`src/rtl/int_req_ctrl.sv`:
```
// ---------------------------------------------------------------------------
// int_req_ctrl
// Interrupt request controller feeding the CPU wrapper's int_sig input.
// Rising edges on src_irq latch as pending requests. The lowest-index
// pending and enabled source is granted with a single-cycle int_sig pulse.
// The controller then stays in service until the CPU pulses int_done.
//
// Build option:
//   INT_SYNC_EN  - when defined, each src_irq bit passes through a 2-flop
//                  synchronizer before edge detection. This adds 2 cycles of
//                  request latency and is required for asynchronous pad
//                  inputs. When undefined, src_irq must already be
//                  synchronous to clk.
// ---------------------------------------------------------------------------
module int_req_ctrl #(
  parameter int unsigned          NUM_SRC  = 4,
  parameter logic [NUM_SRC-1:0]   MASK_RST = 4'hF
) (
  input  logic               clk,
  input  logic               rst,
  input  logic [NUM_SRC-1:0] src_irq,
  input  logic               mask_we,
  input  logic [NUM_SRC-1:0] mask_wdata,
  input  logic               lost_clr,
  input  logic               int_done,
  output logic               int_sig,
  output logic [2:0]         int_id,
  output logic               busy,
  output logic [NUM_SRC-1:0] pending,
  output logic               lost_flag
);

  typedef enum logic [1:0] {
    S_IDLE    = 2'd0,
    S_REQ     = 2'd1,
    S_SERVICE = 2'd2
  } state_e;

  state_e               state_q;
  logic                 int_sig_q;
  logic                 busy_q;
  logic [2:0]           int_id_q;

  logic [NUM_SRC-1:0]   src_det;    // source view seen by the edge detector
  logic [NUM_SRC-1:0]   src_q;      // previous src_det, for edge detection
  logic [NUM_SRC-1:0]   src_rise;

  logic [NUM_SRC-1:0]   mask_q,    mask_d;
  logic [NUM_SRC-1:0]   pending_q, pending_d;
  logic                 lost_q,    lost_d;

  logic [NUM_SRC-1:0]   eligible;
  logic [NUM_SRC-1:0]   lowest_onehot;
  logic [NUM_SRC-1:0]   grant_clr;
  logic                 grant_vld;
  logic [2:0]           winner_idx;

  // -------------------------------------------------------------------------
  // Input conditioning
  // -------------------------------------------------------------------------
`ifdef INT_SYNC_EN
  logic [NUM_SRC-1:0] sync1_q;
  logic [NUM_SRC-1:0] sync2_q;

  // Two-flop synchronizer, one chain per source bit.
  // NOTE: sequential state uses non-blocking assignments, so every flop
  // samples the pre-edge value and the chain really is two stages deep.
  always_ff @(posedge clk or posedge rst) begin
    if (rst) begin
      sync1_q <= '0;
      sync2_q <= '0;
    end else begin
      sync1_q <= src_irq;
      sync2_q <= sync1_q;
    end
  end

  assign src_det = sync2_q;
`else
  assign src_det = src_irq;
`endif

  // Remember the previous level so that only low->high transitions count.
  always_ff @(posedge clk or posedge rst) begin
    if (rst) begin
      src_q <= '0;
    end else begin
      src_q <= src_det;
    end
  end

  assign src_rise = src_det & ~src_q;

  // -------------------------------------------------------------------------
  // Arbitration: lowest enabled pending index wins, only while idle
  // -------------------------------------------------------------------------
  assign eligible      = pending_q & mask_q;
  // The two's-complement trick isolates the lowest set bit of eligible.
  assign lowest_onehot = eligible & (~eligible + 1'b1);
  assign grant_vld     = (state_q == S_IDLE) && (|eligible);
  assign grant_clr     = grant_vld ? lowest_onehot : '0;

  // Encode the winning index for int_id; the upper bits stay 0 for narrow builds.
  // NOTE: assign a default before the loop so that every path drives
  // winner_idx and no latch is inferred.
  always_comb begin
    winner_idx = 3'd0;
    for (int i = NUM_SRC - 1; i >= 0; i--) begin
      if (eligible[i]) begin
        winner_idx = 3'(i);
      end
    end
  end

  // -------------------------------------------------------------------------
  // Pending, lost and mask next-state
  // -------------------------------------------------------------------------
  // A new edge overrides the grant clear, so a request that arrives during
  // its own grant is not lost. The lost flag only records edges that land on
  // a bit that stays pending, and a new loss wins over lost_clr.
  always_comb begin
    pending_d = (pending_q & ~grant_clr) | src_rise;
    lost_d    = (lost_q & ~lost_clr) | (|(src_rise & pending_q & ~grant_clr));
    mask_d    = mask_we ? mask_wdata : mask_q;
  end

  // Register pending requests, the sticky lost flag and the enable mask.
  always_ff @(posedge clk or posedge rst) begin
    if (rst) begin
      pending_q <= '0;
      lost_q    <= 1'b0;
      mask_q    <= MASK_RST;
    end else begin
      pending_q <= pending_d;
      lost_q    <= lost_d;
      mask_q    <= mask_d;
    end
  end

  // -------------------------------------------------------------------------
  // Grant / service FSM with registered outputs
  // -------------------------------------------------------------------------
  // IDLE grants and moves to REQ. REQ drives the single int_sig cycle.
  // SERVICE holds busy until the CPU returns with int_done.
  always_ff @(posedge clk or posedge rst) begin
    if (rst) begin
      state_q   <= S_IDLE;
      int_sig_q <= 1'b0;
      busy_q    <= 1'b0;
      int_id_q  <= 3'd0;
    end else begin
      int_sig_q <= 1'b0;
      unique case (state_q)
        S_IDLE: begin
          if (grant_vld) begin
            state_q   <= S_REQ;
            int_sig_q <= 1'b1;
            busy_q    <= 1'b1;
            int_id_q  <= winner_idx;
          end
        end
        S_REQ: begin
          state_q <= S_SERVICE;
        end
        S_SERVICE: begin
          if (int_done) begin
            state_q <= S_IDLE;
            busy_q  <= 1'b0;
          end
        end
        default: begin
          state_q <= S_IDLE;
          busy_q  <= 1'b0;
        end
      endcase
    end
  end

  assign int_sig   = int_sig_q;
  assign int_id    = int_id_q;
  assign busy      = busy_q;
  assign pending   = pending_q;
  assign lost_flag = lost_q;

  // -------------------------------------------------------------------------
  // Protocol invariants
  // -------------------------------------------------------------------------
  a_sig_implies_busy : assert property (@(posedge clk) disable iff (rst)
    int_sig |-> busy);
  a_sig_single_cycle : assert property (@(posedge clk) disable iff (rst)
    int_sig |=> !int_sig);
  a_grant_onehot     : assert property (@(posedge clk) disable iff (rst)
    $onehot0(grant_clr));

endmodule

```
`config.mk`:
```
export PLATFORM = sky130hd
export DESIGN_NAME = int_req_ctrl
export DESIGN_NICKNAME = d
export VERILOG_FILES = /design/src/rtl/int_req_ctrl.sv
export SDC_FILE = /design/constraint.sdc
export NUM_CORES = 1
export LEC_CHECK = 0
export ABC_CLOCK_PERIOD_IN_PS = 3200
export CAP_MARGIN = 20
export CORE_MARGIN = 2
export CORE_UTILIZATION = 35
export DETAILED_ROUTE_END_ITERATION = 8
export SYNTH_ARGS = -nofsm -noshare
export SYNTH_HDL_FRONTEND = slang
export SYNTH_SLANG_ARGS = --single-unit
```
`constraint.sdc`:
```
create_clock -name clk -period 3.2 [get_ports clk]
set_input_delay 0.64 -clock clk [delete_from_list [all_inputs] [get_ports clk]]
set_output_delay 0.64 -clock clk [all_outputs]
set_load 0.03 [all_outputs]
```
==> flow_summary.toml, run 1 <==
[sta]
slew_viol_final = 0
slew_headroom_pct = 54.6
hold_violations = 0
layout_min_cycle_time_ns = 2.12
worst_slew_pin_slew_ns = 0.680
min_period_over_period_pct = 66.1
hold_ws_ns = 0.479
tns_ns = 0
rsz0062_at_grt = "no"
finalSetupViolations = 0
fmax_ghz = 0.473
fin_skew_ns = 0.00188

[route]
drt-pass1-iter-count = 4
drt_iter0_markers = 12
drc = 0
wl_per_cell_um = 12.3
routed_wl_mm = 1.41
via_count = 583
viasPerCell = 5.07
drtAntennaViolNets = 0

[logic_synthesis]
synth-seq-cells = 19
synthCells = 63
syn_nets = 76
post_synth_instance_area_um2 = 786
yosys_warnings = 0
yosysUniqueCellTypes = 26
yosysSeqAreaShare_pct = 61.1
synth_area_per_cell_um2 = 12.5

[grt]
antenna_found_initial = 0
grt_pass1_vias = 565
grt_overflow = 0
grt_max_degree = 20
grt_pass1_wl_mm = 2.43
grt.total_usage_pct = 12.5

[power]
power_frac_seq_pct = 43.4
combPwrFrac_pct = 43.0
pwr-share-clk_pct = 13.6
power.switching_uw = 361
vdd_drop_max_uv = 380
power.internal_uw = 540
swShare_pct = 40.1
p_leak_uw = 0.000445
power.density_nw_per_um2 = 858

[worst_setup_path]
crit_family = "buffers and inverters"
setup.worst_path.class = "reg2out"
cp.arrival_ns = 1.48
worstPathMaxFanout = 6
cp-end-kind = "primary output"
critPathMaxStageDelay_ns = 0.71
worst_ep_required_time_ns = 2.56
critPathSlowestCell = "clkdlybuf4s50_1"
cp_cell_sequence = "clkdlybuf4s50_1"
path_buf_inv = 1
critPathLaunchType = "flop"

[cells_and_area]
fill_cells = 215
final_area_um2 = 1050
diodes = 0
drive_gt1_share_pct = 16.1
stdcell_count = 115
fin_nets = 101
area_growth_pct = 33.8
fin_util_pct = 48.4

[clock_network]
postCtsSetupBuffers = 0
cts_repair_resize_count = 0
hold_buffers = 0
tritoncts = "built"
clk_pin_slew_ns = 0.11
clk_latency_ns = 0.30
clock_sinks = 19
clock_path_buffers = 2
cts_max_level = 1
cts_buffers = 3
cts_root_buf = "clkbuf_4"

[floorplanning]
row_count = 17
die_h_um = 51.4
io_pins = 23
fp.dieArea_um2 = 2640
core_um2 = 2170
die_w_um = 51.4
initial_core_util_pct = 36.2

[placed_design]
hpwl_mm = 1.05
dpl_cell_area_um2 = 1020
place.gp.congestion = 0.713
dp_cells = 111
port_buffers = 21

[run_status]
status = "finished, final reports clean"

[hold_path]
min_path_type = "reg2reg"

[flow_run]
cap_violations = 0
[synthesized netlist by cell type (all sizes together)]
cell type | count | area (µm²)
nand4 | 1 | 6.26
nor2 | 3 | 11.3
a22o | 1 | 8.76
nand2 | 6 | 22.5
o311ai | 1 | 8.76
or3b | 1 | 8.76
a32o | 1 | 10.0
buf | 1 | 7.51
a32oi | 1 | 8.76
a311oi | 2 | 23.8
inv | 5 | 18.8
a22oi | 1 | 12.5
nor2b | 1 | 6.26
conb | 1 | 3.75
nand3 | 2 | 10.0
a21o | 2 | 15.0
dfrtp | 15 | 375
a21oi | 2 | 10.0
a41oi | 1 | 16.3
nor3 | 1 | 5.00
mux2 | 6 | 67.6
o21ai | 3 | 15.0
dfstp | 4 | 105
nand4b | 1 | 8.76
[through the flow]
stage | setup WS (ns) | power, µW
after floorplan | 1.67 | 627
after global placement | 1.37 | 780
after detailed placement | 1.34 | 786
after CTS | 1.09 | 907
after global routing | 1.01 | 957
final | 1.08 | 902
[cell families after synthesis]
| kind of cell | synth area share, % |
|---|---|
| AND/OR/NAND/NOR | 10.0 |
| multiplexers | 8.60 |
| AO/OA/AOI/OAI | 16.4 |
| buffers and inverters | 3.34 |
| other | 0.477 |
| flip-flops | 61.1 |
[power groups by stage]
stage	Clock (µW)	Sequential (µW)	Combinational [µW]
final	123	391	388
after global placement	0	394	386
after global routing	137	405	415
after floorplan	0	484	143
after CTS	124	391	392
after detailed placement	0	395	390
[routing by layer]
metal  up-vias  global-route usage, %  routed length, µm
li1        273                      -                  -
met1       285                   16.2                646
met5         -                      0                  0
met2        20                   18.8                639
met3         5                   3.51                 94
met4         0                   6.58                 27
[path summary, 6_finish.rpt]
kind,startpoint,to,cells past startpoint,slack (ns)
max reg2reg,mask_q[0]$_DFFE_PP1P_,lost_flag$_DFF_PP0_,4,1.59
min,src_q[3]$_DFF_PP0_,pending[3]$_DFF_PP0_,1,0.48
min reg2reg,src_q[3]$_DFF_PP0_,pending[3]$_DFF_PP0_,1,0.48
max,pending[0]$_DFF_PP0_,pending[0],1,1.08
max in group asynchronous,rst,int_id[1]$_DFFE_PP0P_,2,2.04
min in group asynchronous,rst,src_q[1]$_DFF_PP0_,2,0.73
[cell type report]
cell class / instances / area (µm²) / share of cell area [%]
Clock buffer: 3 / 22.5 / 2.14
Clock inverter: 1 / 5.00 / 0.476
Tap cell: 28 / 35.0 / 3.33
Sequential cell: 19 / 480 / 45.7
Timing Repair Buffer: 21 / 210 / 20.0
Multi-Input combinational cell: 38 / 279 / 26.5
Inverter: 5 / 18.8 / 1.79
[flip-flops by register name (all words and copies together) (netlist names)]
register,count
mask_q,4
state_q,2
lost_flag,1
int_sig,1
int_id,2
busy,1
src_q,4
pending,4
[layout by cell type, fill, tap and decap left out]
master / instances
nand4_1: 1
a311oi_2: 1
a32oi_1: 1
a41oi_2: 1
a21oi_1: 2
clkbuf_4: 3
nand3_1: 2
a311oi_1: 1
conb_1: 1
o311ai_1: 1
a21o_1: 2
clkinv_2: 1
nor2_1: 3
mux2_1: 3
o21ai_0: 3
clkdlybuf4s50_1: 21
inv_1: 5
a22o_1: 1
dfstp_2: 4
nor2b_1: 1
or3b_1: 1
nand2_1: 6
nand4b_1: 1
dfrtp_1: 15
nor3_1: 1
a22oi_2: 1
a32o_1: 1
mux2_2: 3
Note: power is estimated with default switching activity, not from simulation.
==> run 2: changes to the inputs <==
--- a/config.mk
+++ b/config.mk
@@ -5,7 +5,7 @@
 export SDC_FILE = /design/constraint.sdc
 export NUM_CORES = 1
 export LEC_CHECK = 0
-export ABC_CLOCK_PERIOD_IN_PS = 3200
+export ABC_CLOCK_PERIOD_IN_PS = 2009
 export CAP_MARGIN = 20
 export CORE_MARGIN = 2
 export CORE_UTILIZATION = 35
==> constraint.sdc (replaced) <==
create_clock -name clk -period 2.01 [get_ports clk]
set_input_delay 0.402 -clock clk [delete_from_list [all_inputs] [get_ports clk]]
set_output_delay 0.402 -clock clk [all_outputs]
set_load 0.03 [all_outputs]
==> flow_summary.toml, run 2 (synthesis gave the netlist of run 1 again) <==
[run_status]
status = "finished, final reports clean"

[cells_and_area]
fin_nets = 102
drive_gt1_share_pct = 15.9
final_cell_mix = "21 x clkdlybuf4s50_1, 15 x dfrtp_1, 6 x nand2_1"
area_growth_pct = 34.6
layout_commonest_cell = "clkdlybuf4s50_1"
fill_cells = 207
diodes = 0
stdcell_count = 116
fin_util_pct = 48.7

[worst_setup_path]
cp-end-kind = "primary output"
critPathMaxStageDelay_ns = 0.71
critPathSlowestCell = "clkdlybuf4s50_1"
crit_family = "buffers and inverters"
worst_ep_required_time_ns = 1.61
path_buf_inv = 1
cp.arrival_ns = 1.48
cp_cell_sequence = "clkdlybuf4s50_1"
critPathLaunchType = "flop"
worstPathMaxFanout = 5
setup.worst_path.class = "reg2out"

[power]
vdd_drop_max_uv = 585
total_power_uw = 1430
p_leak_uw = 0.000447
power.density_nw_per_um2 = 1350

[sta]
rsz0062_at_grt = "no"
fin_skew_ns = 0.000964
finalSetupViolations = 0
slew_viol_final = 0
hold_violations = 0
layout_min_cycle_time_ns = 1.88
tns_ns = 0
hold_ws_ns = 0.410
min_period_over_period_pct = 93.4
fmax_ghz = 0.533

[placed_design]
place.gp.congestion = 0.757
port_buffers = 21
hpwl_mm = 1.02
dp_cells = 112

[clock_network]
clk_latency_ns = 0.30
cts_repair_resize_count = 0
cts_buffers = 3
clk_pin_slew_ns = 0.10
postCtsSetupBuffers = 0
clock_sinks = 19
cts_max_level = 1
clock_path_buffers = 2
cts_root_buf = "clkbuf_4"
hold_buffers = 0
tritoncts = "built"

[grt]
grt.total_usage_pct = 12.8
grt_pass1_vias = 562
met1_usage_pct = 16.3
use_met3_pct = 2.92
grt_overflow = 0
grt_pass1_wl_mm = 2.43
antenna_found_initial = 0
grt_max_degree = 20
met2_usage_pct = 18.4
top_usage_layer = "met2"

[route]
drt_iter0_markers = 2
drt-pass1-iter-count = 2
drc = 0
drtAntennaViolNets = 0
viasPerCell = 4.78
wl_per_cell_um = 12.1
via_count = 555
routed_wl_mm = 1.40

[floorplanning]
core_um2 = 2170
initial_core_util_pct = 36.2
fp.dieArea_um2 = 2640
die_h_um = 51.4
row_count = 17
die_w_um = 51.4
io_pins = 23

[flow_run]
cap_violations = 0

[hold_path]
min_path_type = "in2async"
-- run 2: cell types whose count changed in the layout (fill, tap and decap cells not counted) --
cell,delta
clkbuf_1,+1
buf_4,+1
clkinv_2,-1
-- run 2: where the power goes --
part | switching, µW | internal [µW]
Clock | 117 | 77.4
Sequential | 117 | 502
Combinational | 333 | 285
Total | 567 | 865
-- run 2: tightest hold or removal path, delay by kind of cell --
family | cells | cell delay, ns
buf+inv | 3 | 0.69
-- run 2: path summary, 6_finish.rpt --
check,from,to,slack [ns],depth (start not counted)
worst min-delay path,rst,pending[1]$_DFF_PP0_,0.41,3
min in group clk,src_q[3]$_DFF_PP0_,pending[3]$_DFF_PP0_,0.47,1
worst max-delay path,pending[1]$_DFF_PP0_,pending[1],0.13,1
worst max register to register,mask_q[0]$_DFFE_PP1P_,lost_flag$_DFF_PP0_,0.41,4
max in group asynchronous,rst,mask_q[2]$_DFFE_PP1P_,1.34,3
worst min register to register,src_q[3]$_DFF_PP0_,pending[3]$_DFF_PP0_,0.47,1
-- run 2: area by class of cell --
| type | instances | area [µm²] | area share [%] |
|---|---|---|---|
| Timing Repair Buffer | 22 | 218 | 20.6 |
| Sequential cell | 19 | 480 | 45.4 |
| Tap cell | 28 | 35.0 | 3.31 |
| Multi-Input combinational cell | 38 | 279 | 26.4 |
| Clock buffer | 4 | 26.3 | 2.49 |
| Inverter | 5 | 18.8 | 1.78 |
-- run 2: stage by stage --
step | setup slack [ns] | cell area, µm²
after floorplan | 0.480 | 786
after global placement | 0.411 | 1030
after detailed placement | 0.382 | 1030
after CTS | 0.129 | 1060
after global routing | 0.0631 | 1060
final | 0.132 | 1060
-- run 2: per-layer routing --
| metal | vias up | wire, µm |
|---|---|---|
| met5 | - | 0 |
| met4 | 0 | 42 |
| met3 | 4 | 75 |
| met2 | 16 | 613 |
| met1 | 259 | 667 |
| li1 | 276 | - |
==> run 3: changes to the inputs <==
--- a/config.mk
+++ b/config.mk
@@ -10,6 +10,7 @@
 export CORE_MARGIN = 2
 export CORE_UTILIZATION = 35
 export DETAILED_ROUTE_END_ITERATION = 8
+export PLACE_DENSITY = 0.74
 export SYNTH_ARGS = -nofsm -noshare
 export SYNTH_HDL_FRONTEND = slang
 export SYNTH_SLANG_ARGS = --single-unit
==> constraint.sdc (replaced) <==
create_clock -name clk -period 2.01 [get_ports clk]
set_input_delay 0.603 -clock clk [delete_from_list [all_inputs] [get_ports clk]]
set_output_delay 0.603 -clock clk [all_outputs]
set_load 0.03 [all_outputs]
==> flow_summary.toml, run 3 (synthesis gave the netlist of run 1 again) <==
[sta]
layout_min_cycle_time_ns = 1.92
fin_skew_ns = 0.00513
rsz0062_at_grt = "no"
fmax_ghz = 0.521
slew_viol_final = 0
finalSetupViolations = 0
tns_ns = 0
hold_ws_ns = 0.454
hold_violations = 0
min_period_over_period_pct = 95.5

[clock_network]
tritoncts = "built"
clock_sinks = 19
clk_pin_slew_ns = 0.10
cts_root_buf = "clkbuf_4"
postCtsSetupBuffers = 0
cts_max_level = 1
hold_buffers = 0
cts_buffers = 3
clk_latency_ns = 0.28
clock_path_buffers = 2

[worst_setup_path]
path_buf_inv = 1
worst_ep_required_time_ns = 1.41
cp_cell_sequence = "clkdlybuf4s50_1"
r2r-start = "mask_q[0]$_DFFE_PP1P_"
worstPathMaxFanout = 2
setup.worst_path.start = "int_id[1]$_DFFE_PP0P_"
crit_family = "buffers and inverters"
cp.arrival_ns = 1.32
critPathMaxStageDelay_ns = 0.67
critPathSlowestCell = "clkdlybuf4s50_1"
setup.worst_path.class = "reg2out"
rr_worst_depth = 4
r2r_end = "lost_flag$_DFF_PP0_"
cp-end-kind = "primary output"
regToRegSetupSlack_ns = 0.38
critPathLaunchType = "flop"

[run_status]
status = "finished, final reports clean"

[hold_path]
hold_path_end = "pending[3]$_DFF_PP0_"
hold_path_startpoint = "src_q[3]$_DFF_PP0_"
min_path_type = "reg2reg"
hold_path_depth = 1

[grt]
grt_max_degree = 20
grt_pass1_wl_mm = 2.33
antenna_found_initial = 0
grt_overflow = 0
grt_pass1_vias = 542
grt.total_usage_pct = 11.9

[placed_design]
port_buffers = 21
place.gp.congestion = 0.779
hpwl_mm = 1.03

[route]
routed_wl_mm = 1.33
drt_iter0_markers = 13
via_count = 580
drtAntennaViolNets = 0
drt-pass1-iter-count = 4
wl_per_cell_um = 11.4
viasPerCell = 4.96
drc = 0

[power]
vdd_drop_max_uv = 554
pwr-share-clk_pct = 12.8
combPwrFrac_pct = 44.2
p_leak_uw = 0.000454
power.switching_uw = 552
power.density_nw_per_um2 = 1330
power_frac_seq_pct = 43.0
swShare_pct = 39.0
power.internal_uw = 862
total_power_uw = 1410

[floorplanning]
row_count = 17
die_h_um = 51.4
initial_core_util_pct = 36.2
core_um2 = 2170
fp.dieArea_um2 = 2640
io_pins = 23
die_w_um = 51.4

[cells_and_area]
area_growth_pct = 35.5
final_cell_mix = "18 x clkdlybuf4s50_1, 15 x dfrtp_1, 6 x nand2_1"
drive_gt1_share_pct = 16.9
diodes = 0
layout_commonest_cell = "clkdlybuf4s50_1"
fin_nets = 103
fill_cells = 213

[flow_run]
cap_violations = 0
[run 3: changes by cell type in the layout (fill, tap and decap cells not counted), sizes merged]
cell	delta
clkdlybuf4s50	-3
buf	+1
dlygate4sd2	+2
dlymetal6s2s	+1
[run 3: worst max-delay path by stage]
stage | end | slack, ns | cells after the start
finish | int_id[1] | 0.09 | 1
detailed placement | lost_flag$_DFF_PP0_ | 0.20 | 5
global route | int_id[1] | 0.02 | 1
CTS | pending[2] | 0.02 | 1
global placement | lost_flag$_DFF_PP0_ | 0.23 | 5
floorplan | lost_flag$_DFF_PP0_ | 0.48 | 4
[run 3: area by class of cell]
class                           count  area, µm²  area share (%)
Sequential cell                    19        480            45.1
Multi-Input combinational cell     38        279            26.2
Timing Repair Buffer               23        225            21.2
Tap cell                           28       35.0            3.29
Clock buffer                        4       26.3            2.47
Inverter                            5       18.8            1.76
[run 3: worst register-to-register path: stages (launching register included)]
cell and delay (ns):
dfstp_2 0.59, or3b_1 0.38, a32o_1 0.29, a41oi_2 0.14, o311ai_1 0.11
[run 3: what timing repair did]
action | in CTS | in global routing
gates resized for setup | 2 | 1
endpoints found under the setup margin | 2 | 1
endpoints found under the hold margin | 0 | 0
[run 3: routing by layer]
metal / track usage [%] / wire [µm] / up-vias / part of all wire [%]
met5: 0 / 0 / - / 0
met4: 5.26 / 0 / 0 / 0
met3: 3.22 / 101 / 0 / 7.6
met2: 20.3 / 628 / 25 / 47
met1: 13.8 / 600 / 277 / 45
li1: - / - / 278 / -
[run 3: through the flow]
step	util (%)	area, µm²	instances	setup WS, ns
finish	49.1	1060	117	0.0905
global route	49.1	1060	117	0.0185
CTS	49.0	1060	117	0.0162
detailed placement	47.9	1040	113	0.200
global placement	47.9	1040	113	0.230
floorplan	-	786	63	0.480
[run 3: power by group through the flow]
stage | clock (µW) | sequential, µW | combinational, µW
3_3_place_gp | 0 | 615 | 637
5_1_grt | 215 | 626 | 678
4_1_cts | 192 | 611 | 633
2_1_floorplan | 0 | 771 | 227
3_5_place_dp | 0 | 619 | 643
6_report | 180 | 608 | 625
